**src/rtl/mem_pkg.sv**
```systemverilog
// Shared definitions for the load unit: func3 encodings, response error codes,
// controller state encoding and the func3 legality helper.
package mem_pkg;

    localparam logic [2:0] LB  = 3'b000;
    localparam logic [2:0] LH  = 3'b001;
    localparam logic [2:0] LW  = 3'b010;
    localparam logic [2:0] LD  = 3'b011;
    localparam logic [2:0] LBU = 3'b100;
    localparam logic [2:0] LHU = 3'b101;
    localparam logic [2:0] LWU = 3'b110;

    localparam logic [1:0] ERR_NONE     = 2'b00;
    localparam logic [1:0] ERR_MISALIGN = 2'b01;
    localparam logic [1:0] ERR_ILLEGAL  = 2'b10;

    typedef enum logic [2:0] {
        IDLE  = 3'd0,
        REQ0  = 3'd1,
        WAIT0 = 3'd2,
        REQ1  = 3'd3,
        WAIT1 = 3'd4,
        RESP  = 3'd5
    } state_t;

    // Doubleword and unsigned-word loads exist only on a 64-bit datapath.
    function automatic logic func3_legal(input logic [2:0] func3, input logic is_rv64);
        logic legal;
        case (func3)
            LB, LH, LW, LBU, LHU: legal = 1'b1;
            LD, LWU:              legal = is_rv64;
            default:              legal = 1'b0;
        endcase
        return legal;
    endfunction

endpackage

```
**src/rtl/load_align_extend.sv**
```systemverilog
// Combinational byte/half/word/double select from a two-beat window,
// followed by sign or zero extension to XLEN.
module load_align_extend #(
    parameter int XLEN  = 32,
    parameter int OFF_W = $clog2(XLEN / 8)
) (
    input  logic [XLEN-1:0]  lo,
    input  logic [XLEN-1:0]  hi,
    input  logic [OFF_W-1:0] off,
    input  logic [2:0]       func3,
    output logic [XLEN-1:0]  result
);

    logic [XLEN-1:0] shifted_s;
    logic [XLEN-1:0] keep_s;
    logic            sign_s;
    logic            ext_s;

    // Shift the addressed byte to bit 0, keep the access size, fill the rest.
    always_comb begin
        shifted_s = XLEN'({hi, lo} >> {off, 3'b000});
        case (func3[1:0])
            2'b00: begin
                keep_s = XLEN'(8'hFF);
                sign_s = shifted_s[7];
            end
            2'b01: begin
                keep_s = XLEN'(16'hFFFF);
                sign_s = shifted_s[15];
            end
            2'b10: begin
                keep_s = XLEN'(32'hFFFF_FFFF);
                sign_s = shifted_s[31];
            end
            default: begin
                keep_s = {XLEN{1'b1}};
                sign_s = shifted_s[XLEN-1];
            end
        endcase
        ext_s  = ~func3[2] & sign_s;
        result = (shifted_s & keep_s) | ({XLEN{ext_s}} & ~keep_s);
    end

endmodule

```
**src/rtl/mem_load_unit.sv**
```systemverilog
// Handshaked load unit: one or two aligned memory beats per load, then align/extend.
// Define MEM_LOAD_SPLIT_EN to split word-crossing loads into two beats.
module mem_load_unit
    import mem_pkg::*;
#(
    parameter int XLEN   = 32,
    parameter int ADDR_W = 32,
    parameter int TAG_W  = 5
) (
    input  logic              clk,
    input  logic              reset,
    input  logic              req_valid,
    output logic              req_ready,
    input  logic [ADDR_W-1:0] req_addr,
    input  logic [2:0]        req_func3,
    input  logic [TAG_W-1:0]  req_tag,
    output logic              mem_req_valid,
    input  logic              mem_req_ready,
    output logic [ADDR_W-1:0] mem_req_addr,
    input  logic              mem_rsp_valid,
    input  logic [XLEN-1:0]   mem_rsp_data,
    output logic              rsp_valid,
    input  logic              rsp_ready,
    output logic [XLEN-1:0]   rsp_data,
    output logic [TAG_W-1:0]  rsp_tag,
    output logic [1:0]        rsp_err
);

    localparam int NBYTES = XLEN / 8;
    localparam int OFF_W  = $clog2(NBYTES);
    localparam logic [ADDR_W-1:0] ALIGN_MASK  = ~ADDR_W'(NBYTES - 1);
    localparam logic [ADDR_W-1:0] BEAT_STRIDE = ADDR_W'(NBYTES);

    state_t            state_r;
    state_t            state_nxt_s;
    logic              req_ready_r;
    logic              mem_req_valid_r;
    logic              rsp_valid_r;
    logic [ADDR_W-1:0] mem_req_addr_r;
    logic [XLEN-1:0]   rsp_data_r;
    logic [TAG_W-1:0]  rsp_tag_r;
    logic [1:0]        rsp_err_r;
    logic [OFF_W-1:0]  off_r;
    logic [2:0]        func3_r;
`ifdef MEM_LOAD_SPLIT_EN
    logic [ADDR_W-1:0] addr_r;
    logic              crossing_r;
    logic [XLEN-1:0]   lo_r;
`endif

    logic              req_legal_s;
    logic              req_crossing_s;
    logic [1:0]        req_err_s;
    logic [XLEN-1:0]   beat_lo_s;
    logic [XLEN-1:0]   beat_hi_s;
    logic              beat_done_s;
    logic [XLEN-1:0]   result_s;

    function automatic logic crosses(input logic [OFF_W-1:0] off, input logic [1:0] size_code);
        logic [4:0] size_b;
        size_b = 5'd1 << size_code;
        return (5'(off) + size_b) > 5'(NBYTES);
    endfunction

    // Classify the incoming request before it is accepted.
    always_comb begin
        req_legal_s    = func3_legal(req_func3, XLEN == 64);
        req_crossing_s = crosses(req_addr[OFF_W-1:0], req_func3[1:0]);
        if (!req_legal_s) begin
            req_err_s = ERR_ILLEGAL;
        end
`ifndef MEM_LOAD_SPLIT_EN
        else if (req_crossing_s) begin
            req_err_s = ERR_MISALIGN;
        end
`endif
        else begin
            req_err_s = ERR_NONE;
        end
    end

    // Controller next-state logic.
    always_comb begin
        state_nxt_s = state_r;
        case (state_r)
            IDLE: begin
                if (req_valid) begin
                    if (req_err_s != ERR_NONE) state_nxt_s = RESP;
                    else                       state_nxt_s = REQ0;
                end else begin
                    state_nxt_s = IDLE;
                end
            end
            REQ0: begin
                if (mem_req_ready) state_nxt_s = WAIT0;
                else               state_nxt_s = REQ0;
            end
            WAIT0: begin
                if (mem_rsp_valid) begin
`ifdef MEM_LOAD_SPLIT_EN
                    if (crossing_r) state_nxt_s = REQ1;
                    else            state_nxt_s = RESP;
`else
                    state_nxt_s = RESP;
`endif
                end else begin
                    state_nxt_s = WAIT0;
                end
            end
`ifdef MEM_LOAD_SPLIT_EN
            REQ1: begin
                if (mem_req_ready) state_nxt_s = WAIT1;
                else               state_nxt_s = REQ1;
            end
            WAIT1: begin
                if (mem_rsp_valid) state_nxt_s = RESP;
                else               state_nxt_s = WAIT1;
            end
`endif
            RESP: begin
                if (rsp_ready) state_nxt_s = IDLE;
                else           state_nxt_s = RESP;
            end
            default: state_nxt_s = IDLE;
        endcase
    end

    // The final beat is combined straight from the memory bus; only the first of two is held.
    always_comb begin
`ifdef MEM_LOAD_SPLIT_EN
        if (state_r == WAIT1) begin
            beat_lo_s = lo_r;
            beat_hi_s = mem_rsp_data;
        end else begin
            beat_lo_s = mem_rsp_data;
            beat_hi_s = {XLEN{1'b0}};
        end
`else
        beat_lo_s = mem_rsp_data;
        beat_hi_s = {XLEN{1'b0}};
`endif
        beat_done_s = mem_rsp_valid && (state_nxt_s == RESP) &&
                      ((state_r == WAIT0) || (state_r == WAIT1));
    end

    load_align_extend #(
        .XLEN  (XLEN),
        .OFF_W (OFF_W)
    ) u_align (
        .lo     (beat_lo_s),
        .hi     (beat_hi_s),
        .off    (off_r),
        .func3  (func3_r),
        .result (result_s)
    );

    // State, capture registers and registered handshake outputs.
    always_ff @(posedge clk) begin
        if (reset) begin
            state_r         <= IDLE;
            req_ready_r     <= 1'b1;
            mem_req_valid_r <= 1'b0;
            rsp_valid_r     <= 1'b0;
            mem_req_addr_r  <= {ADDR_W{1'b0}};
            rsp_data_r      <= {XLEN{1'b0}};
            rsp_tag_r       <= {TAG_W{1'b0}};
            rsp_err_r       <= ERR_NONE;
            off_r           <= {OFF_W{1'b0}};
            func3_r         <= 3'b000;
`ifdef MEM_LOAD_SPLIT_EN
            addr_r          <= {ADDR_W{1'b0}};
            crossing_r      <= 1'b0;
            lo_r            <= {XLEN{1'b0}};
`endif
        end else begin
            state_r         <= state_nxt_s;
            req_ready_r     <= (state_nxt_s == IDLE);
            mem_req_valid_r <= (state_nxt_s == REQ0) || (state_nxt_s == REQ1);
            rsp_valid_r     <= (state_nxt_s == RESP);
            if ((state_r == IDLE) && req_valid) begin
                off_r          <= req_addr[OFF_W-1:0];
                func3_r        <= req_func3;
                rsp_tag_r      <= req_tag;
                rsp_err_r      <= req_err_s;
                rsp_data_r     <= {XLEN{1'b0}};
                mem_req_addr_r <= req_addr & ALIGN_MASK;
`ifdef MEM_LOAD_SPLIT_EN
                addr_r         <= req_addr;
                crossing_r     <= req_crossing_s;
`endif
            end
            if (beat_done_s) begin
                rsp_data_r <= result_s;
            end
`ifdef MEM_LOAD_SPLIT_EN
            if ((state_r == WAIT0) && mem_rsp_valid && crossing_r) begin
                lo_r           <= mem_rsp_data;
                mem_req_addr_r <= (addr_r & ALIGN_MASK) + BEAT_STRIDE;
            end
`endif
        end
    end

    assign req_ready     = req_ready_r;
    assign mem_req_valid = mem_req_valid_r;
    assign mem_req_addr  = mem_req_addr_r;
    assign rsp_valid     = rsp_valid_r;
    assign rsp_data      = rsp_data_r;
    assign rsp_tag       = rsp_tag_r;
    assign rsp_err       = rsp_err_r;

endmodule
```
**config.mk**
```make
export PLATFORM = sky130hd
export DESIGN_NAME = mem_load_unit
export DESIGN_NICKNAME = d
export VERILOG_FILES = /design/src/rtl/mem_pkg.sv /design/src/rtl/load_align_extend.sv /design/src/rtl/mem_load_unit.sv
export SDC_FILE = /design/constraint.sdc
export NUM_CORES = 1
export LEC_CHECK = 0
export ABC_AREA = 0
export BUFFER_PORTS_ARGS = -buffer_cell sky130_fd_sc_hd__buf_2
export CORE_UTILIZATION = 42
export CTS_BUF_LIST = sky130_fd_sc_hd__clkbuf_4 sky130_fd_sc_hd__clkbuf_8 sky130_fd_sc_hd__clkbuf_16
export DETAILED_ROUTE_END_ITERATION = 10
export PLACE_DENSITY_LB_ADDON = 0.08
export SYNTH_ARGS = -nofsm -noshare
export SYNTH_HDL_FRONTEND = slang
export SYNTH_SLANG_ARGS = --single-unit
```
**constraint.sdc**
```tcl
create_clock -name clk -period 2 [get_ports clk]
set_clock_uncertainty 0.2 [all_clocks]
set_input_delay 0.4 -clock clk [delete_from_list [all_inputs] [get_ports clk]]
set_output_delay 0.4 -clock clk [all_outputs]
set_load 0.05 [all_outputs]
```
==> results of run 1 <==
==> worst max-delay path, delay by kind of cell <==
family / cells / cell delay (ns)
buffers and inverters: 2 / 0.15
adder cells (fa/ha/maj): 2 / 0.64
AO/OA/AOI/OAI: 2 / 0.38
AND/OR/NAND/NOR: 3 / 0.32
==> how the worst min path moves through the flow <==
stage,end,slack [ns],cells past startpoint,from
4_1_cts,mem_req_addr[23]$_SDFFE_PP0P_,0.08,3,req_addr[23]
2_1_floorplan,func3_r[2]$_SDFFE_PP0P_,0.26,2,func3_r[2]$_SDFFE_PP0P_
3_3_place_gp,mem_req_addr[6]$_SDFFE_PP0P_,0.24,2,mem_req_addr[6]$_SDFFE_PP0P_
3_5_place_dp,rsp_tag[3]$_SDFFE_PP0P_,0.25,2,rsp_tag[3]$_SDFFE_PP0P_
5_1_grt,rsp_tag[2]$_SDFFE_PP0P_,0.09,3,req_tag[2]
6_report,mem_req_addr[19]$_SDFFE_PP0P_,0.09,3,req_addr[19]
==> power groups by stage <==
stage | Sequential [mW] | Combinational, mW | Clock, mW
2_1_floorplan | 2.04 | 0.401 | 0
3_3_place_gp | 1.77 | 0.941 | 0
3_5_place_dp | 1.77 | 0.948 | 0
4_1_cts | 1.74 | 0.952 | 1.21
5_1_grt | 1.75 | 1.03 | 1.27
6_report | 1.74 | 0.948 | 1.17
==> through the flow <==
stage | cell area (um2) | utilization, % | setup TNS, ns | power, mW | hold WS [ns]
after global placement | 4334 | 55.80 | -0.5534 | 2.712 | 0.2389
after detailed placement | 4334 | 55.80 | -0.8204 | 2.723 | 0.2453
after CTS | 4531 | 58.33 | 0 | 3.896 | 0.07587
after global routing | 4531 | 58.33 | 0 | 4.046 | 0.08500
after floorplan | 3418 | - | -0.02053 | 2.439 | 0.2627
final | 4531 | 58.33 | 0 | 3.854 | 0.08567
==> timing repair <==
action | 4_1_cts | 5_1_grt
resized for setup | 1 | 0
pin swaps | 0 | 1
endpoints found under the hold margin | 0 | 0
hold buffers | 0 | 0
setup endpoints to repair | 1 | 2
==> synthesized netlist by cell type (2+ instances only) <==
cell and number:
clkbuf_1 15, and2b_1 3, buf_2 12, nand2_1 91, inv_1 2, nand3b_1 3
a211o_1 7, a2bb2oi_1 8, nor2_1 18, o21ai_0 26, o211ai_1 2, buf_4 2
a21oi_1 52, a22o_1 8, nor2b_1 8, dfxtp_1 80, mux2i_1 15, a22oi_1 8
a32oi_1 7, nor3_1 4
==> cell type report <==
cell class / count / area [um2]
clock buffer: 10 / 131.4
clock inverter: 6 / 60.06
fill: 750 / 3237
inverter: 2 / 7.507
multi-input combinational: 283 / 1667
sequential: 80 / 1602
tap: 102 / 127.6
timing repair buffer: 171 / 935.9
==> cells by family after synthesis <==
family	count (synthesis)	synth area share, %
compound gates	121	22.70
xor+xnor	1	0.2576
fa+ha+maj	2	0.9566
buf+inv	33	4.562
flops	80	47.09
mux	17	5.151
other cells	1	0.1103
simple gates	140	19.17
==> state kept, by name (all words and copies together), names as in the netlist <==
name           flops
mem_req_addr      30
off_r              2
state_r            3
mem_req_valid      1
rsp_valid          1
rsp_err            2
rsp_data          32
func3_r            3
rsp_tag            5
req_ready          1
==> metal layers <==
layer | track usage, % | vias to the layer above | routed length (um)
met5 | 0 | - | 0
met4 | 9.115 | 0 | 150
met3 | 4.726 | 14 | 541
met2 | 37.44 | 101 | 4378
met1 | 28.25 | 1535 | 4144
li1 | - | 1689 | -
==> impl_metrics.tcl, run 1 <==
set metrics [dict create \
    switchingPower_mw 1.278 \
    synth_cells 395 \
    cts-root-buf "clkbuf_8" \
    clk_pin_slew_ns 0.09 \
    drt_wl_total_um 9215 \
    cts_max_level 3 \
    arrival_ns 1.88 \
    ys_seq_area_share_pct 47.09 \
    grt_pass1_vias 3236 \
    core_mm2 0.007767 \
    finalHoldViolations 0 \
    clk_path_buf_depth 2 \
    cts_sinks 80 \
    area_growth_pct 33.22 \
    grt_setup_unrepaired "false" \
    path_class "in -> reg" \
    fmax_mhz 531.4 \
    finalWorstSetupSlack_ns 0.1181 \
    crit_path_max_fanout 3 \
    tightest_slew_ns 0.5417 \
    die_area_mm2 0.008461 \
    ir_drop_uv 412.0 \
    cts_setup_buffers 0 \
    clk_latency_ns 0.34 \
    avgViaCountPerCell 5.106 \
    p_clk_share_pct 30.3 \
    p_leak_nw 2.078 \
    final_cells 654 \
    reg2reg_depth 4 \
    hold_class "in -> reg" \
    start_util_pct 43.78 \
    crit_path_end "rsp_valid$_SDFF_PP0_" \
    netlist_area_mm2 0.003401 \
    yosysWarnings 0 \
    yosysUniqueCellTypes 44 \
    fin_crit_ns 1.882 \
    rrSetupSlack_ns 0.14 \
    final_cell_mix "buf_2 (149), nand2_1 (91), dfxtp_1 (80), a21oi_1 (52), o21ai_0 (25)" \
    synth-main-ff-cell "dfxtp_1" \
    path_cells "buf_2, nor2_1, ha_1, inv_1, fa_1, nor2b_4, o21ai_1, a221oi_2, nor3_1" \
    final_layout_size_suffix_gt1_share_pct 35.87 \
    grt_pass1_wl_um 15170 \
    required_ns 2.00 \
    synth_top_cell_by_area "dfxtp_1" \
    p_per_area_mw_per_mm2 850.7 \
    antenna_left 0 \
    firstDrtPassIters 4 \
    numCtsBuffers 9 \
    routedWlPerCell_um 14.09 \
    final_common_cell "buf_2" \
    drc 0 \
    gp_congestion 0.8378 \
    dp.cells 638 \
    cts_tree "built" \
    io_buffers 149 \
    fin_nets 627 \
    antennaDiodeCount 0 \
    yosysTopAreaCellShare_pct 47.09 \
    vias 3339 \
    avgSynthCellArea_um2 8.610 \
    synth-edff-count 0 \
    maxSlewHeadroom_pct 63.69 \
    drv_cap 0 \
    synth_area_leaders "dfxtp_1 (47%), nand2_1 (10%), a21oi_1 (7.7%)" \
    dp_slack_ns -0.2578 \
    dpl.hpwl_um 6759 \
    antenna_found_initial 0 \
    cpMaxStageDelayCell "fa_1" \
    status "finished clean" \
    die_h_um 91.99 \
    swShare_pct 33.17 \
    cp_slowest_stage_delay_ns 0.48 \
    die_x_um 91.99 \
    rows 32 \
    power_frac_seq_pct 45.1 \
    grt_max_degree 53 \
    async_flop_share_pct 0 \
    p_comb_share_pct 24.6 \
    report.final.slew_viol_count 0 \
    io_pins 152 \
    critPathLaunch "req_func3[0]" \
    dr.first_iter.drc_count 115 \
    p_int_mw 2.576 \
    worst_r2r_endpoint "rsp_err[1]$_SDFFE_PP0P_" \
    setup_viol 0 \
    grt_usage_pct 22.48 \
    endpoint_kind "flop" \
    overflow 0 \
    r2r-start "state_r[2]$_SDFF_PP0_" \
    period_share_pct 94.10 \
    startpoint_type "input port" \
    synth_seq_cells 80 \
]
Power figures use the tool's default switching activity.
==> run 2, diff against run 1 <==
--- a/config.mk
+++ b/config.mk
@@ -7,8 +7,10 @@
 export LEC_CHECK = 0
 export ABC_AREA = 0
 export BUFFER_PORTS_ARGS = -buffer_cell sky130_fd_sc_hd__buf_2
+export CORE_ASPECT_RATIO = 1.4
 export CORE_UTILIZATION = 42
 export CTS_BUF_LIST = sky130_fd_sc_hd__clkbuf_4 sky130_fd_sc_hd__clkbuf_8 sky130_fd_sc_hd__clkbuf_16
+export CTS_CLUSTER_SIZE = 24
 export DETAILED_ROUTE_END_ITERATION = 10
 export PLACE_DENSITY_LB_ADDON = 0.08
 export SYNTH_ARGS = -nofsm -noshare
==> impl_metrics.tcl, run 2 (synthesis results as in run 1) <==
set metrics [dict create \
    status "finished clean" \
    largest_reg_flops 32 \
    finalHoldViolations 0 \
    area_growth_pct 34.14 \
    overflow 0 \
    r2r-start "state_r[0]$_SDFF_PP0_" \
    hold_class "in -> reg" \
    grt_pass1_wl_um 14730 \
    reg2reg_depth 7 \
    endpoint_kind "flop" \
    fin_crit_ns 1.835 \
    grt_max_degree 44 \
    cts_max_level 3 \
    die_x_um 78.05 \
    drt_wl_total_um 9331 \
    io_buffers 149 \
    crit_path_max_fanout 3 \
    required_ns 2.11 \
    cts-root-buf "clkbuf_8" \
    setup_tns_ns 0 \
    setup_viol 0 \
    vias 3348 \
    firstDrtPassIters 5 \
    grt_setup_unrepaired "false" \
    fillCellCount 759 \
    core_mm2 0.007797 \
    final_common_cell "buf_2" \
    antenna_left 0 \
    die_area_mm2 0.008466 \
    clk_latency_ns 0.36 \
    grt_usage_pct 22.52 \
    critPathTopFamily "adder cells" \
    dpl.hpwl_um 6930 \
    postCtsHoldBufs 0 \
    hold_path_end "rsp_tag[3]$_SDFFE_PP0P_" \
    cts_sinks 80 \
    final_layout_size_suffix_gt1_share_pct 36.35 \
    die_h_um 108.5 \
    maxSlewHeadroom_pct 59.52 \
    hold_start "req_tag[3]" \
    final-seq-area_mm2 0.001603 \
    worstHoldPathCells 3 \
    rows 38 \
    drc 0 \
    rrSetupSlack_ns 0.17 \
    grt_pass1_vias 3155 \
    multi_input_area_mm2 0.001673 \
    dp.cells 636 \
    start_util_pct 43.61 \
    io_pins 152 \
    dr.first_iter.drc_count 205 \
    p_per_area_mw_per_mm2 861.2 \
    clk_path_buf_depth 2 \
    worst_r2r_endpoint "rsp_data[27]$_SDFFE_PP0P_" \
    p_leak_nw 2.100 \
    antennaDiodeCount 0 \
    path_cells "buf_2, nor2_1, ha_1, inv_1, fa_1, nor2b_4, o21ai_1, a221oi_2, and2_1" \
    antenna_found_initial 0 \
    clk_pin_slew_ns 0.08 \
    fmax_mhz 544.8 \
    path_class "in -> reg" \
    report.final.slew_viol_count 0 \
    fin_nets 628 \
    gp_congestion 0.8025 \
    period_share_pct 91.77 \
    routedWlPerCell_um 14.29 \
    cts_tree "built" \
    stdcell_area_mm2 0.004562 \
    final_cells 653 \
    avgViaCountPerCell 5.127 \
    final_cell_mix "buf_2 (149), nand2_1 (91), dfxtp_1 (79), a21oi_1 (52), o21ai_0 (25)" \
    arrival_ns 1.94 \
    drv_cap 0 \
    cpMaxStageDelayCell "fa_1" \
    p_total_mw 3.929 \
    numCtsBuffers 9 \
    ir_drop_uv 590.1 \
    place_area_mm2 0.004332 \
    cp_slowest_stage_delay_ns 0.47 \
    cp.buffers_inverters 2 \
    tightest_slew_ns 0.6039 \
    hold_ws_ns 0.07346 \
    cp.depth 9 \
    startpoint_type "input port" \
]
run 2: how the worst max path moves through the flow:
stage | start | endpoint | slack [ns]
5_1_grt | state_r[0]$_SDFF_PP0_ | rsp_data[30]$_SDFFE_PP0P_ | 0.02
2_1_floorplan | req_func3[0] | mem_req_valid$_SDFF_PP0_ | -0.02
3_3_place_gp | req_func3[0] | mem_req_valid$_SDFF_PP0_ | -0.17
4_1_cts | state_r[0]$_SDFF_PP0_ | mem_req_valid$_SDFF_PP0_ | 0.08
3_5_place_dp | req_func3[0] | mem_req_valid$_SDFF_PP0_ | -0.22
6_report | req_func3[0] | mem_req_valid$_SDFF_PP0_ | 0.16
run 2: power by group:
group / internal, mW / switching, mW / total, mW
Clock: 0.669 / 0.567 / 1.24
Sequential: 1.68 / 0.0532 / 1.74
Combinational: 0.312 / 0.643 / 0.954
run 2: layout make-up:
cell class	instances	area share, %
Multi-Input combinational cell	283	36.67
Sequential cell	80	35.13
Clock inverter	3	0.8777
Timing Repair Buffer	172	20.76
Clock buffer	13	3.648
Inverter	2	0.1646
Tap cell	100	2.743
run 2: timing repair:
item                       in CTS  in global routing
setup endpoints to repair       7                 16
resized for setup               1                  3
buffers inserted                0                  1
run 2: per-stage QoR:
stage	setup slack (ns)	utilization, %
after CTS	0.08416	58.26
after global routing	0.01544	58.50
after floorplan	-0.02053	-
after global placement	-0.1737	55.55
final	0.1645	58.50
after detailed placement	-0.2221	55.55
run 2: layer usage:
layer,GRT usage [%],vias to the layer above,share of wire (%)
met4,10.19,0,2.1
met5,0,-,0
met2,40.16,125,51
met3,5.823,11,6.9
li1,-,1684,-
met1,24.90,1528,40
run 2: tightest hold or removal path: stages:
cell     delay (ns)
buf_2          0.09
nand2_1        0.04
a21oi_1        0.05
==> run 3, diff against run 2 <==
--- a/config.mk
+++ b/config.mk
@@ -13,6 +13,7 @@
 export CTS_CLUSTER_SIZE = 24
 export DETAILED_ROUTE_END_ITERATION = 10
 export PLACE_DENSITY_LB_ADDON = 0.08
+export RECOVER_POWER = 50
 export SYNTH_ARGS = -nofsm -noshare
 export SYNTH_HDL_FRONTEND = slang
 export SYNTH_SLANG_ARGS = --single-unit
==> impl_metrics.tcl, run 3 (synthesis results as in run 1) <==
set metrics [dict create \
    grt_usage_pct 22.52 \
    cp_slowest_stage_delay_ns 0.47 \
    antennaDiodeCount 0 \
    startpoint_type "input port" \
    p_leak_nw 1.800 \
    drv_cap 0 \
    fmax_mhz 541.5 \
    p_clk_share_pct 31.6 \
    p_comb_share_pct 23.9 \
    io_buffers 149 \
    overflow 0 \
    dp_slack_ns -0.2221 \
    area_growth_pct 31.49 \
    switchingPower_mw 1.261 \
    stdcell_area_mm2 0.004472 \
    place_area_mm2 0.004332 \
    p_total_mw 3.905 \
    firstDrtPassIters 4 \
    grt_pass1_vias 3155 \
    antenna_found_initial 0 \
    avgViaCountPerCell 5.072 \
    status "finished clean" \
    endpoint_kind "flop" \
    fin_crit_ns 1.847 \
    period_share_pct 92.34 \
    power_frac_seq_pct 44.5 \
    die_x_um 78.05 \
    required_ns 2.10 \
    path_cells "buf_2, nor2_1, ha_1, inv_1, fa_1, nor2b_4, o21ai_1, a221oi_2, and2_1" \
    numCtsBuffers 9 \
    cts_sinks 80 \
    start_util_pct 43.61 \
    cp.buffers_inverters 2 \
    gp_congestion 0.8025 \
    tightest_slew_ns 0.6479 \
    finalHoldViolations 0 \
    setup_viol 0 \
    core_mm2 0.007797 \
    dpl.hpwl_um 6930 \
    path_class "in -> reg" \
    cpMaxStageDelayCell "fa_1" \
    routedWlPerCell_um 14.30 \
    clk_latency_ns 0.35 \
    rows 38 \
    largest_reg_flops 32 \
    final_common_cell "nand2_1" \
    grt_pass1_wl_um 14730 \
    grt_setup_unrepaired "false" \
    maxSlewHeadroom_pct 56.99 \
    p_per_area_mw_per_mm2 873.3 \
    drc 0 \
    die_area_mm2 0.008466 \
    die_h_um 108.5 \
    dr.first_iter.drc_count 181 \
    arrival_ns 1.95 \
    cts_tree "built" \
    report.final.slew_viol_count 0 \
    cts-root-buf "clkbuf_8" \
    ir_drop_uv 590.3 \
    clk_path_buf_depth 2 \
    grt_max_degree 44 \
    finalWorstSetupSlack_ns 0.1532 \
    final_layout_size_suffix_gt1_share_pct 23.33 \
    final_cell_mix "nand2_1 (91), dfxtp_1 (79), buf_2 (77), clkbuf_1 (72), a21oi_1 (52)" \
    fin_nets 628 \
    antenna_left 0 \
    cts_max_level 3 \
    hold_class "in -> reg" \
    swShare_pct 32.30 \
    p_int_mw 2.644 \
    vias 3312 \
    io_pins 152 \
    critPathTopFamily "adder cells" \
    crit_path_max_fanout 3 \
    clk_pin_slew_ns 0.08 \
    drt_wl_total_um 9335 \
]
[run 3: changes by cell type in the layout (fill, tap and decap cells not counted)]
cell and change:
buf_2 -72, clkbuf_1 +72
[run 3: final timing paths]
check        slack [ns]               startpoint  depth (start not counted)                             to
min                0.08             req_addr[15]                          3  mem_req_addr[15]$_SDFFE_PP0P_
max reg2reg        0.17    state_r[0]$_SDFF_PP0_                          7      rsp_data[27]$_SDFFE_PP0P_
min reg2reg        0.25  rsp_tag[4]$_SDFFE_PP0P_                          2        rsp_tag[4]$_SDFFE_PP0P_
max                0.15             req_func3[0]                          9       mem_req_valid$_SDFF_PP0_
[run 3: layer usage]
metal	up-vias	global-route usage (%)	wire length (um)
met3	9	5.823	572
li1	1686	-	-
met2	112	40.16	4718
met1	1505	24.90	3910
met4	0	10.19	133
met5	-	0	0
[run 3: timing repair]
action,CTS,global route
buffers inserted,0,1
setup endpoints to repair,7,16
hold buffers,0,0
resized for setup,1,3
[run 3: worst min-delay path: stages]
cell	delay [ns]
buf_2	0.09
nand2_1	0.04
a21oi_1	0.05
[run 3: area by class of cell]
class,instances,area [um2]
multi-input cells,283,1673
clock buffers,13,166.4
inverters,2,7.507
fillers,802,3326
repair buffers,172,857.1
flip-flops and latches,80,1603
well taps,100,125.1
clock inverters,3,40.04
[run 3: per-stage QoR]
stage | cells | hold slack [ns] | setup TNS (ns) | utilization (%)
final | 653 | 0.07964 | 0 | 57.35
after global routing | 653 | 0.06711 | 0 | 57.35
after CTS | 652 | 0.05722 | 0 | 58.26
after detailed placement | 636 | 0.2436 | -0.9920 | 55.55
after global placement | 636 | 0.2397 | -0.5676 | 55.55
after floorplan | 396 | 0.2627 | -0.02053 | -
[run 3: power by group through the flow]
stage | logic (mW) | registers, mW | clock network [mW]
after detailed placement | 0.955 | 1.77 | 0
after CTS | 0.958 | 1.74 | 1.28
after global placement | 0.948 | 1.77 | 0
final | 0.933 | 1.74 | 1.23
after global routing | 1.01 | 1.75 | 1.33
after floorplan | 0.401 | 2.04 | 0
